===== src/rtl/uart_tx_ctrl.sv =====
`default_nettype none
// ============================================================================
// Module   : uart_tx_ctrl
// Brief    : UART transmit sequencer. Counts 16x-oversampling baud ticks and
//            shifts one start/data/stop frame out on tx with a
//            start/busy/done handshake toward the user logic.
// Revision : 1.0 - initial release
// ============================================================================
module uart_tx_ctrl #(
  parameter int DATA_BITS  = 8,
  parameter int SAMPLES    = 16,
  parameter int STOP_TICKS = 16
) (
  input  logic                 clk,
  input  logic                 reset,
  input  logic                 tick,
  input  logic                 tx_start,
  input  logic [DATA_BITS-1:0] tx_data,
  output logic                 tx,
  output logic                 tx_busy,
  output logic                 tx_done
);

  localparam int TICK_MAX = (SAMPLES > STOP_TICKS) ? SAMPLES : STOP_TICKS;
  localparam int TICK_W   = (TICK_MAX > 1) ? $clog2(TICK_MAX) : 1;
  localparam int BIT_W    = (DATA_BITS > 1) ? $clog2(DATA_BITS) : 1;

  localparam logic [TICK_W-1:0] SAMPLE_LAST = TICK_W'(SAMPLES - 1);
  localparam logic [TICK_W-1:0] STOP_LAST   = TICK_W'(STOP_TICKS - 1);
  localparam logic [BIT_W-1:0]  BIT_LAST    = BIT_W'(DATA_BITS - 1);

  typedef enum logic [1:0] {
    IDLE  = 2'd0,
    START = 2'd1,
    DATA  = 2'd2,
    STOP  = 2'd3
  } state_t;

  state_t               state, state_nxt;
  logic [TICK_W-1:0]    tick_cnt, tick_cnt_nxt;
  logic [BIT_W-1:0]     bit_cnt, bit_cnt_nxt;
  logic [DATA_BITS-1:0] shift, shift_nxt;
  logic                 tx_nxt, busy_nxt, done_nxt;

  // State, counters, shift register and all outputs are registered here.
  always_ff @(posedge clk) begin
    if (!reset) begin
      state    <= IDLE;
      tick_cnt <= '0;
      bit_cnt  <= '0;
      shift    <= '0;
      tx       <= 1'b1;
      tx_busy  <= 1'b0;
      tx_done  <= 1'b0;
    end else begin
      state    <= state_nxt;
      tick_cnt <= tick_cnt_nxt;
      bit_cnt  <= bit_cnt_nxt;
      shift    <= shift_nxt;
      tx       <= tx_nxt;
      tx_busy  <= busy_nxt;
      tx_done  <= done_nxt;
    end
  end

  // Next-state and next-output decode; counters only move on baud ticks.
  always_comb begin
    state_nxt    = state;
    tick_cnt_nxt = tick_cnt;
    bit_cnt_nxt  = bit_cnt;
    shift_nxt    = shift;
    tx_nxt       = tx;
    busy_nxt     = tx_busy;
    done_nxt     = 1'b0;

    unique case (state)
      IDLE: begin
        tx_nxt   = 1'b1;
        busy_nxt = 1'b0;
        // A tick coinciding with acceptance is deliberately not counted.
        if (tx_start) begin
          shift_nxt    = tx_data;
          tick_cnt_nxt = '0;
          bit_cnt_nxt  = '0;
          state_nxt    = START;
          tx_nxt       = 1'b0;
          busy_nxt     = 1'b1;
        end
      end

      START: begin
        tx_nxt = 1'b0;
        if (tick) begin
          if (tick_cnt == SAMPLE_LAST) begin
            tick_cnt_nxt = '0;
            state_nxt    = DATA;
            tx_nxt       = shift[0];
          end else begin
            tick_cnt_nxt = tick_cnt + TICK_W'(1);
          end
        end
      end

      DATA: begin
        tx_nxt = shift[0];
        if (tick) begin
          if (tick_cnt == SAMPLE_LAST) begin
            tick_cnt_nxt = '0;
            shift_nxt    = shift >> 1;
            if (bit_cnt == BIT_LAST) begin
              state_nxt = STOP;
              tx_nxt    = 1'b1;
            end else begin
              bit_cnt_nxt = bit_cnt + BIT_W'(1);
              tx_nxt      = shift_nxt[0];
            end
          end else begin
            tick_cnt_nxt = tick_cnt + TICK_W'(1);
          end
        end
      end

      STOP: begin
        tx_nxt = 1'b1;
        if (tick) begin
          if (tick_cnt == STOP_LAST) begin
            tick_cnt_nxt = '0;
            state_nxt    = IDLE;
            busy_nxt     = 1'b0;
            done_nxt     = 1'b1;
          end else begin
            tick_cnt_nxt = tick_cnt + TICK_W'(1);
          end
        end
      end

      default: begin
        state_nxt = IDLE;
        tx_nxt    = 1'b1;
        busy_nxt  = 1'b0;
      end
    endcase
  end

endmodule
`default_nettype wire

===== config.mk =====
export PLATFORM = sky130hd
export DESIGN_NAME = uart_tx_ctrl
export DESIGN_NICKNAME = d
export VERILOG_FILES = /design/src/rtl/uart_tx_ctrl.sv
export SDC_FILE = /design/constraint.sdc
export NUM_CORES = 1
export LEC_CHECK = 0
export CORE_ASPECT_RATIO = 1.2
export CORE_MARGIN = 5
export CORE_UTILIZATION = 48
export CTS_BUF_LIST = sky130_fd_sc_hd__clkbuf_16
export DETAILED_ROUTE_END_ITERATION = 6
export PLACE_DENSITY = 0.74
export SLEW_MARGIN = 20
export SYNTH_ARGS = -nofsm -noshare
export SYNTH_HDL_FRONTEND = slang
export SYNTH_SLANG_ARGS = --single-unit

===== constraint.sdc =====
create_clock -name clk -period 1.7 [get_ports clk]
set_clock_uncertainty 0.05 [all_clocks]
set_input_delay 0.255 -clock clk [delete_from_list [all_inputs] [get_ports clk]]
set_output_delay 0.255 -clock clk [all_outputs]
set_load 0.02 [all_outputs]

==> metrics.md <==
| Metric | Value |
|---|---|
| Status | `finished clean` |
| Nets | `165` |
| Initial antenna violation count | `0` |
| Commonest non-fill, non-tap cell in the layout | `buf_4` |
| Crit path DAT | `1.77 ns` |
| Worst EP required | `1.79 ns` |
| Antenna diodes | `0` |
| Die width | `54.4 µm` |
| DP Cell Count | `169` |
| Power Density | `1320 nW/µm²` |
| Fraction of layout cells with a size suffix above 1 | `29.2%` |
| Slew Limit Fails | `0` |
| # IOs | `15` |
| Relative slew margins | `81.2%` |
| Sequential-to-total area share from yosys stat | `35.3%` |
| Slowest CP cell | `a221o_1` |
| Maximum root-to-sink buffer count | `2` |
| Pre-CTS WS | `-0.199 ns` |
| Critical-path cell list | `ha_2 > ha_4 > nand3b_1 > a221o_1 > a22oi_1 > nor2b_1` |
| DR vias/cell | `5.32` |
| Crit. End Element | `flop` |
| Clock sinks | `20` |
| CTS Hold Bufs | `0` |
| Largest net degree at the start of global routing | `13` |
| Post-detail-place hpwl | `1.71 mm` |
| CTS Buf Count | `3` |
| Area growth syn-to-layout | `39.9%` |
| Worst r2r path cells | `6` |
| TritonCTS clock tree | `done` |
| Fin cells | `175` |
| Mean Syn Cell Area | `9.87 µm²` |
| Gpl congestion | `0.846` |
| DR iter-0 viols | `6` |
| Global-route wire length before repair | `3.93 mm` |
| Residual DRC count | `0` |
| Initial core utilization | `49.7%` |
| Total number of vias | `931` |
| WL/cell | `12.9 µm` |
| Most frequent cells in the layout | `buf_4 (18), dfxtp_1 (15), clkdlybuf4s50_1 (14)` |
| Hold crit path type | `reg -> reg` |
| Startpoint types | `flop` |
| Max VDD drop | `0.000919 V` |
| Final setup vio count | `0` |
| H-tree depth | `1` |
| Synth cell types | `35` |
| Tcrit/Tclk final | `98.9%` |
| Min Clock Period, post-route | `1.68 ns` |
| Slew @ Worst Pin | `0.282 ns` |
| Crit Path Category | `reg -> reg` |
| Achievable frequency | `0.595 GHz` |
| CTS clk-pin slew, worst paths | `0.06 ns` |
| Row count | `19` |
| Leak pwr | `0.687 nW` |
| Routed WL | `2.26 mm` |
| Die Ht | `63.3 µm` |
| Total die area | `3440 µm²` |
| Vias in the first global route | `972` |
| WHS Path Cells | `1` |
| Final hold violations | `0` |
| Max Fanout on Critical Path | `3` |
| First drt pass iteration count | `2` |
| Worst-skew pair later-pin latency | `0.25 ns` |
| Port Buffers | `14` |
| Syn_nets | `135` |
| #FFs+latches synth | `20` |
| Global route overflow | `0` |
| CP max stage delay | `0.39 ns` |
| Final Util | `69.6%` |
| Post-route ant nets | `0` |
| Synth warn | `0` |
| Setup WS post-layout | `0.0188 ns` |
| GRT Overall Usage | `14.7%` |
| Post-synthesis cell count | `115` |
| Core ar. | `2280 µm²` |
| Post-Syn Area | `1130 µm²` |
| Max Cap Viol | `0` |
| Clock root buffer | `clkbuf_16` |
==> cell families after synthesis <==
kind of cell               share of synthesized area, %
and+or+nand+nor                                    17.9
AOI/OAI and AO/OA                                  21.7
DFF                                                35.3
muxes                                              10.1
buffers and inverters                              4.63
adders and majority gates                          8.82
xor gates and xnor gates                           1.54
==> flip-flops by register name, summed over array words and instances, names as in the netlist <==
register  cells
state         2
tick_cnt      4
shift         8
tx_busy       1
bit_cnt       3
tx            1
tx_done       1
==> synthesized netlist by cell type <==
| library cell | instances | share of area (%) |
|---|---|---|
| nand3b_1 | 2 | 1.3 |
| mux2_4 | 1 | 1.3 |
| a21oi_1 | 1 | 0.44 |
| nand2b_1 | 1 | 0.55 |
| and2_1 | 1 | 0.55 |
| and3_1 | 1 | 0.55 |
| or4_1 | 1 | 0.66 |
| nand3_2 | 1 | 0.88 |
| nor2b_1 | 8 | 4.4 |
| inv_1 | 3 | 0.99 |
| o21ai_0 | 1 | 0.44 |
| buf_2 | 3 | 1.3 |
| nor3_1 | 1 | 0.44 |
| and4_4 | 1 | 0.99 |
| a211oi_2 | 1 | 1.1 |
| a211oi_1 | 2 | 1.3 |
| a2111oi_4 | 1 | 2.4 |
| buf_4 | 1 | 0.66 |
| a21boi_1 | 2 | 1.3 |
| nand2_1 | 11 | 3.6 |
| xnor2_1 | 2 | 1.5 |
| nor2_1 | 9 | 3.0 |
| a22oi_1 | 2 | 1.3 |
| a221o_1 | 1 | 0.88 |
| dfxtp_1 | 20 | 35 |
| o31ai_1 | 1 | 0.66 |
| ha_1 | 8 | 8.8 |
| nand3_1 | 2 | 0.88 |
| buf_6 | 1 | 0.99 |
| clkbuf_1 | 2 | 0.66 |
| a221oi_4 | 1 | 2.3 |
| o21ai_1 | 2 | 0.88 |
| mux2i_1 | 10 | 8.8 |
| o211a_1 | 9 | 7.9 |
| a21o_1 | 1 | 0.66 |
==> cell type report <==
class,count,area [µm²]
multi-input combinational,85,769
fill,179,694
sequential,20,414
timing repair buffer,32,275
clock buffer,3,75.1
tap,31,38.8
inverter,3,11.3
clock inverter,1,3.75
==> critical path, delay by kind of cell (launching register included) <==
family          cells  cell delay [ns]
flops               1             0.32
compound gates      2             0.59
simple gates        2             0.26
fa+ha+maj           2             0.34
==> metrics by stage <==
step                      area [µm²]  hold slack (ns)  total power [mW]  setup TNS [ns]
final                           1590            0.449              2.10               0
after global routing            1590            0.462              2.24         -0.0638
after CTS                       1520            0.451              2.06               0
after detailed placement        1430            0.438              1.56           -1.56
after global placement          1430            0.420              1.53          -0.829
after floorplan                 1180            0.368              1.30               0
==> routing by layer <==
| metal | vias to the layer above | wire length [µm] | GRT usage (%) | share of wire, % |
|---|---|---|---|---|
| li1 | 467 | - | - | - |
| met1 | 440 | 970 | 16.2 | 43 |
| met2 | 18 | 1170 | 26.2 | 52 |
| met3 | 6 | 74 | 3.77 | 3.3 |
| met4 | 0 | 51 | 4.67 | 2.3 |
| met5 | - | 0 | 0 | 0 |
==> power breakdown <==
| part | switching (mW) | total (mW) | internal [mW] |
|---|---|---|---|
| sequential | 0.0784 | 0.672 | 0.594 |
| combinational | 0.435 | 0.934 | 0.499 |
| clock | 0.176 | 0.489 | 0.313 |
| total | 0.689 | 2.10 | 1.41 |
==> path summary, 6_finish.rpt <==
| check | startpoint | to | slack [ns] |
|---|---|---|---|
| worst max-delay path | bit_cnt[0]$_SDFFE_PN0P_ | bit_cnt[2]$_SDFFE_PN0P_ | 0.02 |
| worst min-delay path | shift[5]$_SDFFE_PN0P_ | shift[5]$_SDFFE_PN0P_ | 0.45 |
| worst max register to register | bit_cnt[0]$_SDFFE_PN0P_ | bit_cnt[2]$_SDFFE_PN0P_ | 0.02 |
| worst min register to register | shift[5]$_SDFFE_PN0P_ | shift[5]$_SDFFE_PN0P_ | 0.45 |
==> repair_timing <==
action	CTS	global route
setup buffers	0	2
endpoints found under the setup margin	4	6
pin swaps	2	4
resized for setup	4	10
No activity file was read; power rests on OpenSTA's default activity.
